`config.mk`:
```
export PLATFORM = sky130hd
export DESIGN_NAME = seven_seg_mux_driver
export DESIGN_NICKNAME = d
export VERILOG_FILES = /design/src/rtl/seven_seg_pkg.sv /design/src/rtl/seven_seg_hex_font.sv /design/src/rtl/seven_seg_mux_driver.sv
export SDC_FILE = /design/constraint.sdc
export NUM_CORES = 1
export LEC_CHECK = 0
export CORE_MARGIN = 4
export CORE_UTILIZATION = 54
export DETAILED_ROUTE_END_ITERATION = 8
export PLACE_DENSITY = 0.79
export SLEW_MARGIN = 20
export SYNTH_ARGS = -nofsm -noshare
export SYNTH_HDL_FRONTEND = slang
export SYNTH_SLANG_ARGS = --single-unit
```
`constraint.sdc`:
```
create_clock -name clk -period 2.45 [get_ports clk]
set_input_delay 0.49 -clock clk [delete_from_list [all_inputs] [get_ports clk]]
set_output_delay 0.49 -clock clk [all_outputs]
set_load 0.1 [all_outputs]
```
`src/rtl/seven_seg_pkg.sv`:
```
// rtl/seven_seg_pkg.sv - shared constants, hex font table and scan state type
package seven_seg_pkg;

   localparam int SEG_A = 0;
   localparam int SEG_B = 1;
   localparam int SEG_C = 2;
   localparam int SEG_D = 3;
   localparam int SEG_E = 4;
   localparam int SEG_F = 5;
   localparam int SEG_G = 6;

   // Active-high pattern for an unlit digit; the top applies pin polarity.
   localparam logic [6:0] SEG_BLANK = 7'h00;

   localparam logic [6:0] HEX_FONT [16] = '{
      7'h3F, 7'h06, 7'h5B, 7'h4F, 7'h66, 7'h6D, 7'h7D, 7'h07,
      7'h7F, 7'h6F, 7'h77, 7'h7C, 7'h39, 7'h5E, 7'h79, 7'h71
   };

   typedef enum logic {ST_BLANK, ST_DRIVE} state_e;

endpackage

```
`src/rtl/seven_seg_hex_font.sv`:
```
// rtl/seven_seg_hex_font.sv - hex nibble to active-high segment pattern (g..a)
module seven_seg_hex_font
   import seven_seg_pkg::*;
(
   input  logic [3:0] nibble,
   output logic [6:0] seg
);

   assign seg = HEX_FONT[nibble];

endmodule

```
`src/rtl/seven_seg_mux_driver.sv`:
```
// rtl/seven_seg_mux_driver.sv - double-buffered, blanked, multiplexed N-digit driver
// Define LEADING_ZERO_SUPPRESS_EN to darken leading zero digits above digit 0.
module seven_seg_mux_driver
   import seven_seg_pkg::*;
#(
   parameter int NUM_DIGITS     = 4,
   parameter int REFRESH_DIV    = 1000,
   parameter int BLANK_CYCLES   = 16,
   parameter int SEG_ACTIVE_LOW = 1,
   parameter int AN_ACTIVE_LOW  = 1
) (
   input  logic                    clk,
   input  logic                    reset,
   input  logic [4*NUM_DIGITS-1:0] value,
   input  logic [NUM_DIGITS-1:0]   dp_in,
   input  logic [NUM_DIGITS-1:0]   digit_en,
   input  logic                    load,
   output logic [6:0]              seg,
   output logic                    dp,
   output logic [NUM_DIGITS-1:0]   an,
   output logic                    frame_tick
);

   localparam int CNT_W = $clog2(REFRESH_DIV);
   localparam int IDX_W = (NUM_DIGITS > 1) ? $clog2(NUM_DIGITS) : 1;
   localparam logic [CNT_W-1:0] CNT_MAX   = CNT_W'(REFRESH_DIV - 1);
   localparam logic [CNT_W-1:0] CNT_BLANK = CNT_W'(BLANK_CYCLES);
   localparam logic [IDX_W-1:0] IDX_MAX   = IDX_W'(NUM_DIGITS - 1);
   localparam logic [6:0] SEG_INV = {7{SEG_ACTIVE_LOW != 0}};
   localparam logic [6:0] SEG_OFF = SEG_BLANK ^ SEG_INV;
   localparam logic       DP_OFF  = (SEG_ACTIVE_LOW != 0);
   localparam logic [NUM_DIGITS-1:0] AN_OFF = {NUM_DIGITS{AN_ACTIVE_LOW != 0}};

   logic [CNT_W-1:0]        cnt_q, cnt_d;
   logic [IDX_W-1:0]        idx_q, idx_d;
   state_e                  state_q, state_d;
   logic [4*NUM_DIGITS-1:0] shadow_val_q, shadow_val_d, disp_val_q, disp_val_d;
   logic [NUM_DIGITS-1:0]   shadow_dp_q, shadow_dp_d, disp_dp_q, disp_dp_d;
   logic                    pending_q, pending_d;
   logic [6:0]              seg_q, seg_d;
   logic                    dp_q, dp_d;
   logic [NUM_DIGITS-1:0]   an_q, an_d;
   logic                    frame_tick_q, frame_tick_d;

   logic                    cnt_wrap, frame_bound;
   logic [3:0]              nibble;
   logic [6:0]              font_seg;
   logic [NUM_DIGITS-1:0]   show_en;

   always_comb begin
      cnt_wrap     = (cnt_q == CNT_MAX);
      frame_bound  = cnt_wrap && (idx_q == IDX_MAX);
      cnt_d        = cnt_wrap ? '0 : cnt_q + 1'b1;
      idx_d        = idx_q;
      if (cnt_wrap) idx_d = frame_bound ? '0 : idx_q + 1'b1;
      shadow_val_d = load ? value : shadow_val_q;
      shadow_dp_d  = load ? dp_in : shadow_dp_q;
      disp_val_d   = disp_val_q;
      disp_dp_d    = disp_dp_q;
      pending_d    = pending_q;
      // Display copies the pre-write shadow; a coincident load keeps pending set.
      if (frame_bound && pending_q) begin
         disp_val_d = shadow_val_q;
         disp_dp_d  = shadow_dp_q;
         pending_d  = 1'b0;
      end
      if (load) pending_d = 1'b1;
   end

   always_comb begin
      state_d = state_q;
      case (state_q)
         ST_BLANK: if (cnt_d >= CNT_BLANK) state_d = ST_DRIVE;
         ST_DRIVE: if (cnt_d < CNT_BLANK) state_d = ST_BLANK;
         default:  state_d = ST_BLANK;
      endcase
   end

   always_comb begin
      show_en = digit_en;
`ifdef LEADING_ZERO_SUPPRESS_EN
      begin
         logic lz_run;
         lz_run = 1'b1;
         for (int k = NUM_DIGITS - 1; k > 0; k--) begin
            lz_run = lz_run && (disp_val_q[4*k +: 4] == 4'h0);
            if (lz_run && !disp_dp_q[k]) show_en[k] = 1'b0;
         end
      end
`endif
   end

   assign nibble = disp_val_q[4*int'(idx_q) +: 4];

   seven_seg_hex_font u_font (
      .nibble (nibble),
      .seg    (font_seg)
   );

   always_comb begin
      seg_d        = SEG_OFF;
      dp_d         = DP_OFF;
      an_d         = AN_OFF;
      frame_tick_d = frame_bound;
      if (state_q == ST_DRIVE && show_en[idx_q]) begin
         seg_d       = font_seg ^ SEG_INV;
         dp_d        = disp_dp_q[idx_q] ^ DP_OFF;
         an_d[idx_q] = (AN_ACTIVE_LOW == 0);
      end
   end

   always_ff @(posedge clk) begin
      if (reset) begin
         cnt_q        <= '0;
         idx_q        <= '0;
         state_q      <= ST_BLANK;
         shadow_val_q <= '0;
         shadow_dp_q  <= '0;
         disp_val_q   <= '0;
         disp_dp_q    <= '0;
         pending_q    <= 1'b0;
         seg_q        <= SEG_OFF;
         dp_q         <= DP_OFF;
         an_q         <= AN_OFF;
         frame_tick_q <= 1'b0;
      end else begin
         cnt_q        <= cnt_d;
         idx_q        <= idx_d;
         state_q      <= state_d;
         shadow_val_q <= shadow_val_d;
         shadow_dp_q  <= shadow_dp_d;
         disp_val_q   <= disp_val_d;
         disp_dp_q    <= disp_dp_d;
         pending_q    <= pending_d;
         seg_q        <= seg_d;
         dp_q         <= dp_d;
         an_q         <= an_d;
         frame_tick_q <= frame_tick_d;
      end
   end

   assign seg        = seg_q;
   assign dp         = dp_q;
   assign an         = an_q;
   assign frame_tick = frame_tick_q;

endmodule

```
==> results_dict.tcl <==
set metrics [dict create \
    final_util_pct 69.26 \
    post_cts_buffers 0 \
    crit_chain "ha_1, nand4_1, nor4_1, buf_4, and3_1, buf_4, nand2_1, a21oi_1" \
    period_share_pct 87.66 \
    power_density_nw_per_um2 626.5 \
    synth.most_common_cell "dfxtp_1" \
    tritoncts "done" \
    drive_gt1_share_pct 12.24 \
    slowest_stage "dfxtp_1" \
    path_class "flip-flop to flip-flop" \
    synth_area_leader_cell "dfxtp_1" \
    crit_top_cell "buf_4" \
    postCtsHoldBufs 0 \
    vdd_drop_max_mv 0.3853 \
    cts_sinks 67 \
    die_y_um 80.09 \
    rows 25 \
    syn_area_per_cell_sq_um 9.418 \
    grt_first_pass_wirelength_mm 9.218 \
    synthXorXnorAreaFrac_pct 1.560 \
    top_layer "met4" \
    async_flop_share_pct 0 \
    route.met2.wl_mm 2.416 \
    met3_length_um 332 \
    start_kind "flip-flop" \
    synthAdderAreaFrac_pct 4.904 \
    max_slew_margin_pct 64.21 \
    crit_path_end_kind "flip-flop" \
    routed_wl_mm 5.376 \
    cellLeakagePower_nw 1.277 \
    fin_nets 376 \
    crit_buf_inv 2 \
    die_x_um 80.09 \
    ys_warn_count 0 \
    rsz0062_at_grt "false" \
    final_max_slew_viol_count 0 \
    p_int_mw 1.644 \
    maxCapViolations 0 \
    clk_pin_slew_ns 0.07 \
    setup_viol 0 \
    drc 0 \
    fp.coreArea_sq_um 4880 \
    r2r_start "cnt_q[0]" \
    fp.dieArea_sq_um 6414 \
    dp_hpwl_mm 3.638 \
    tightest_slew_ns 0.5369 \
    io_buffers 39 \
    io_pins 40 \
    wl_met1_mm 2.534 \
    antenna_found_initial 0 \
    grt_max_degree 56 \
    grtUsageTotal_pct 18.71 \
    startpoint "cnt_q[0]" \
    synth_top_area_share_pct 47.79 \
    critical_path.top_delay_family "simple AND/OR/NAND/NOR gates" \
    period_needed_ns 2.148 \
    synth_edf_count 0 \
    cts_resized 0 \
    worstSkewPairLatency_ns 0.35 \
    pre_cts_ws_ns 0.3322 \
    outcome "finished clean" \
    required_ns 2.71 \
    cts_made_buffers 9 \
    ys.flop_type "dfxtp_1" \
    p_seq_share_pct 53.4 \
    clock_skew_ns 0.01018 \
    synth_nets 336 \
    switching_share_pct 22.36 \
    synthCells 298 \
    hold_violations 0 \
    tns_ns 0 \
    synth_cell_type_count 36 \
    yosysSeqAreaShare_pct 47.79 \
    synth_top_family_by_area "simple AND/OR/NAND/NOR gates" \
    via_per_inst 5.220 \
    n_antenna_cell 0 \
    cts_buffer_depth 2 \
    drt_iter0_markers 120 \
    hp-start "disp_dp_q[0]" \
    yosys.area_share.simple_pct 17.70 \
    place_congestion 0.8460 \
    syn2layout_area_growth_pct 20.42 \
    grt-ovfl-total 0 \
    pwr-share-clk_pct 41.6 \
    htree_levels 3 \
    pwr-share-comb_pct 5.0 \
    routedWlPerCell_um 13.11 \
    netlist_area_sq_um 2806 \
    crit_path_max_incr_delay_ns 0.41 \
    arrival_ns 2.41 \
    vias 2140 \
    synth_compound_area_share_pct 9.541 \
    initial_core_util_pct 57.51 \
    synthTopCellsByArea "dfxtp_1 48%, mux2i_1 9.3%, nand2_1 7.5%" \
    synthMuxAreaShare_pct 13.69 \
    ant_nets 0 \
    final.setup.worst_slack_ns 0.3022 \
    ys_seq_elements 67 \
    grt_pass1_vias 2034 \
    firstDrtPassIters 4 \
    ys_top_cells_by_count "67 x dfxtp_1, 56 x nand2_1, 33 x nor2_1" \
    hold_path_class "flip-flop to flip-flop" \
    cts-root-buf "clkbuf_8" \
    p_sw_mw 0.4735 \
    cp_max_fo 20 \
    fmax_mhz 465.6 \
]
placed cells by master (no fill, tap or decap), types with 2 or more instances in the layout:
cell / instances
nand2b_4: 2
a31oi_1: 2
mux4_1: 3
dfxtp_1: 67
clkbuf_1: 2
mux4_2: 2
nand3b_1: 2
clkinv_2: 3
o221ai_1: 3
xor2_1: 2
a21oi_1: 27
inv_1: 7
nor3_1: 5
o211ai_1: 4
nand2_1: 56
mux2i_1: 26
ha_1: 11
clkbuf_8: 9
o21ai_0: 4
nor2_1: 33
xnor2_1: 3
buf_4: 21
nor4_1: 2
clkdlybuf4s50_1: 25
nand3_1: 8
registers in the layout, summed over array words and instances (netlist names):
register      flops
an                4
seg               7
disp_val_q       16
dp                1
pending_q         1
frame_tick        1
disp_dp_q         4
state_q           1
shadow_dp_q       4
shadow_val_q     16
cnt_q            10
idx_q             2
layout make-up:
cell class                 count  area, sq um
clock inverter                 5        53.80
tap                           67        83.83
timing repair buffer          47        412.9
fill                         394         1500
sequential                    67         1341
inverter                       7        26.28
clock buffer                  11        131.4
multi-input combinational    206         1330
final timing paths:
check                       to  cells after the start  slack (ns)
setup / recovery  disp_dp_q[3]                      8        0.30
hold reg to reg   disp_dp_q[0]                      2        0.45
setup reg to reg  disp_dp_q[3]                      8        0.30
hold / removal    disp_dp_q[0]                      2        0.45
worst reg2reg max path: stages (launching register included):
cell and delay [ns]:
dfxtp_1 0.41, ha_1 0.27, nand4_1 0.16, nor4_1 0.35
buf_4 0.24, and3_1 0.17, buf_4 0.23, nand2_1 0.09
a21oi_1 0.16
power by group through the flow:
stage               Sequential, mW  Combinational, mW  Clock (mW)
floorplan                     1.15             0.0563           0
CTS                           1.13              0.106       0.888
global route                  1.13              0.117       0.942
finish                        1.13              0.105       0.880
detailed placement            1.16              0.106           0
global placement              1.16              0.103           0
through the flow:
step / total power [mW] / hold slack (ns) / cells / cell area, sq um
2_1_floorplan: 1.207 / 0.4271 / 298 / 2806
3_3_place_gp: 1.259 / 0.4339 / 394 / 3194
3_5_place_dp: 1.262 / 0.4446 / 394 / 3194
4_1_cts: 2.125 / 0.4540 / 410 / 3379
5_1_grt: 2.193 / 0.4691 / 410 / 3379
6_report: 2.117 / 0.4515 / 410 / 3379
per-layer routing:
metal	global-route usage (%)	vias to the layer above
met5	0	-
met4	8.615	0
met3	5.830	9
met2	27.98	66
met1	24.61	975
li1	-	1090
cells by family after synthesis:
| group | count (synthesis) |
|---|---|
| multiplexers | 31 |
| flip-flops | 67 |
| AND/OR/NAND/NOR | 114 |
| adder cells (fa/ha/maj) | 11 |
| buffers and inverters | 25 |
| AO/OA/AOI/OAI | 45 |
| XOR/XNOR | 5 |
(Power assumes the default switching activity.)
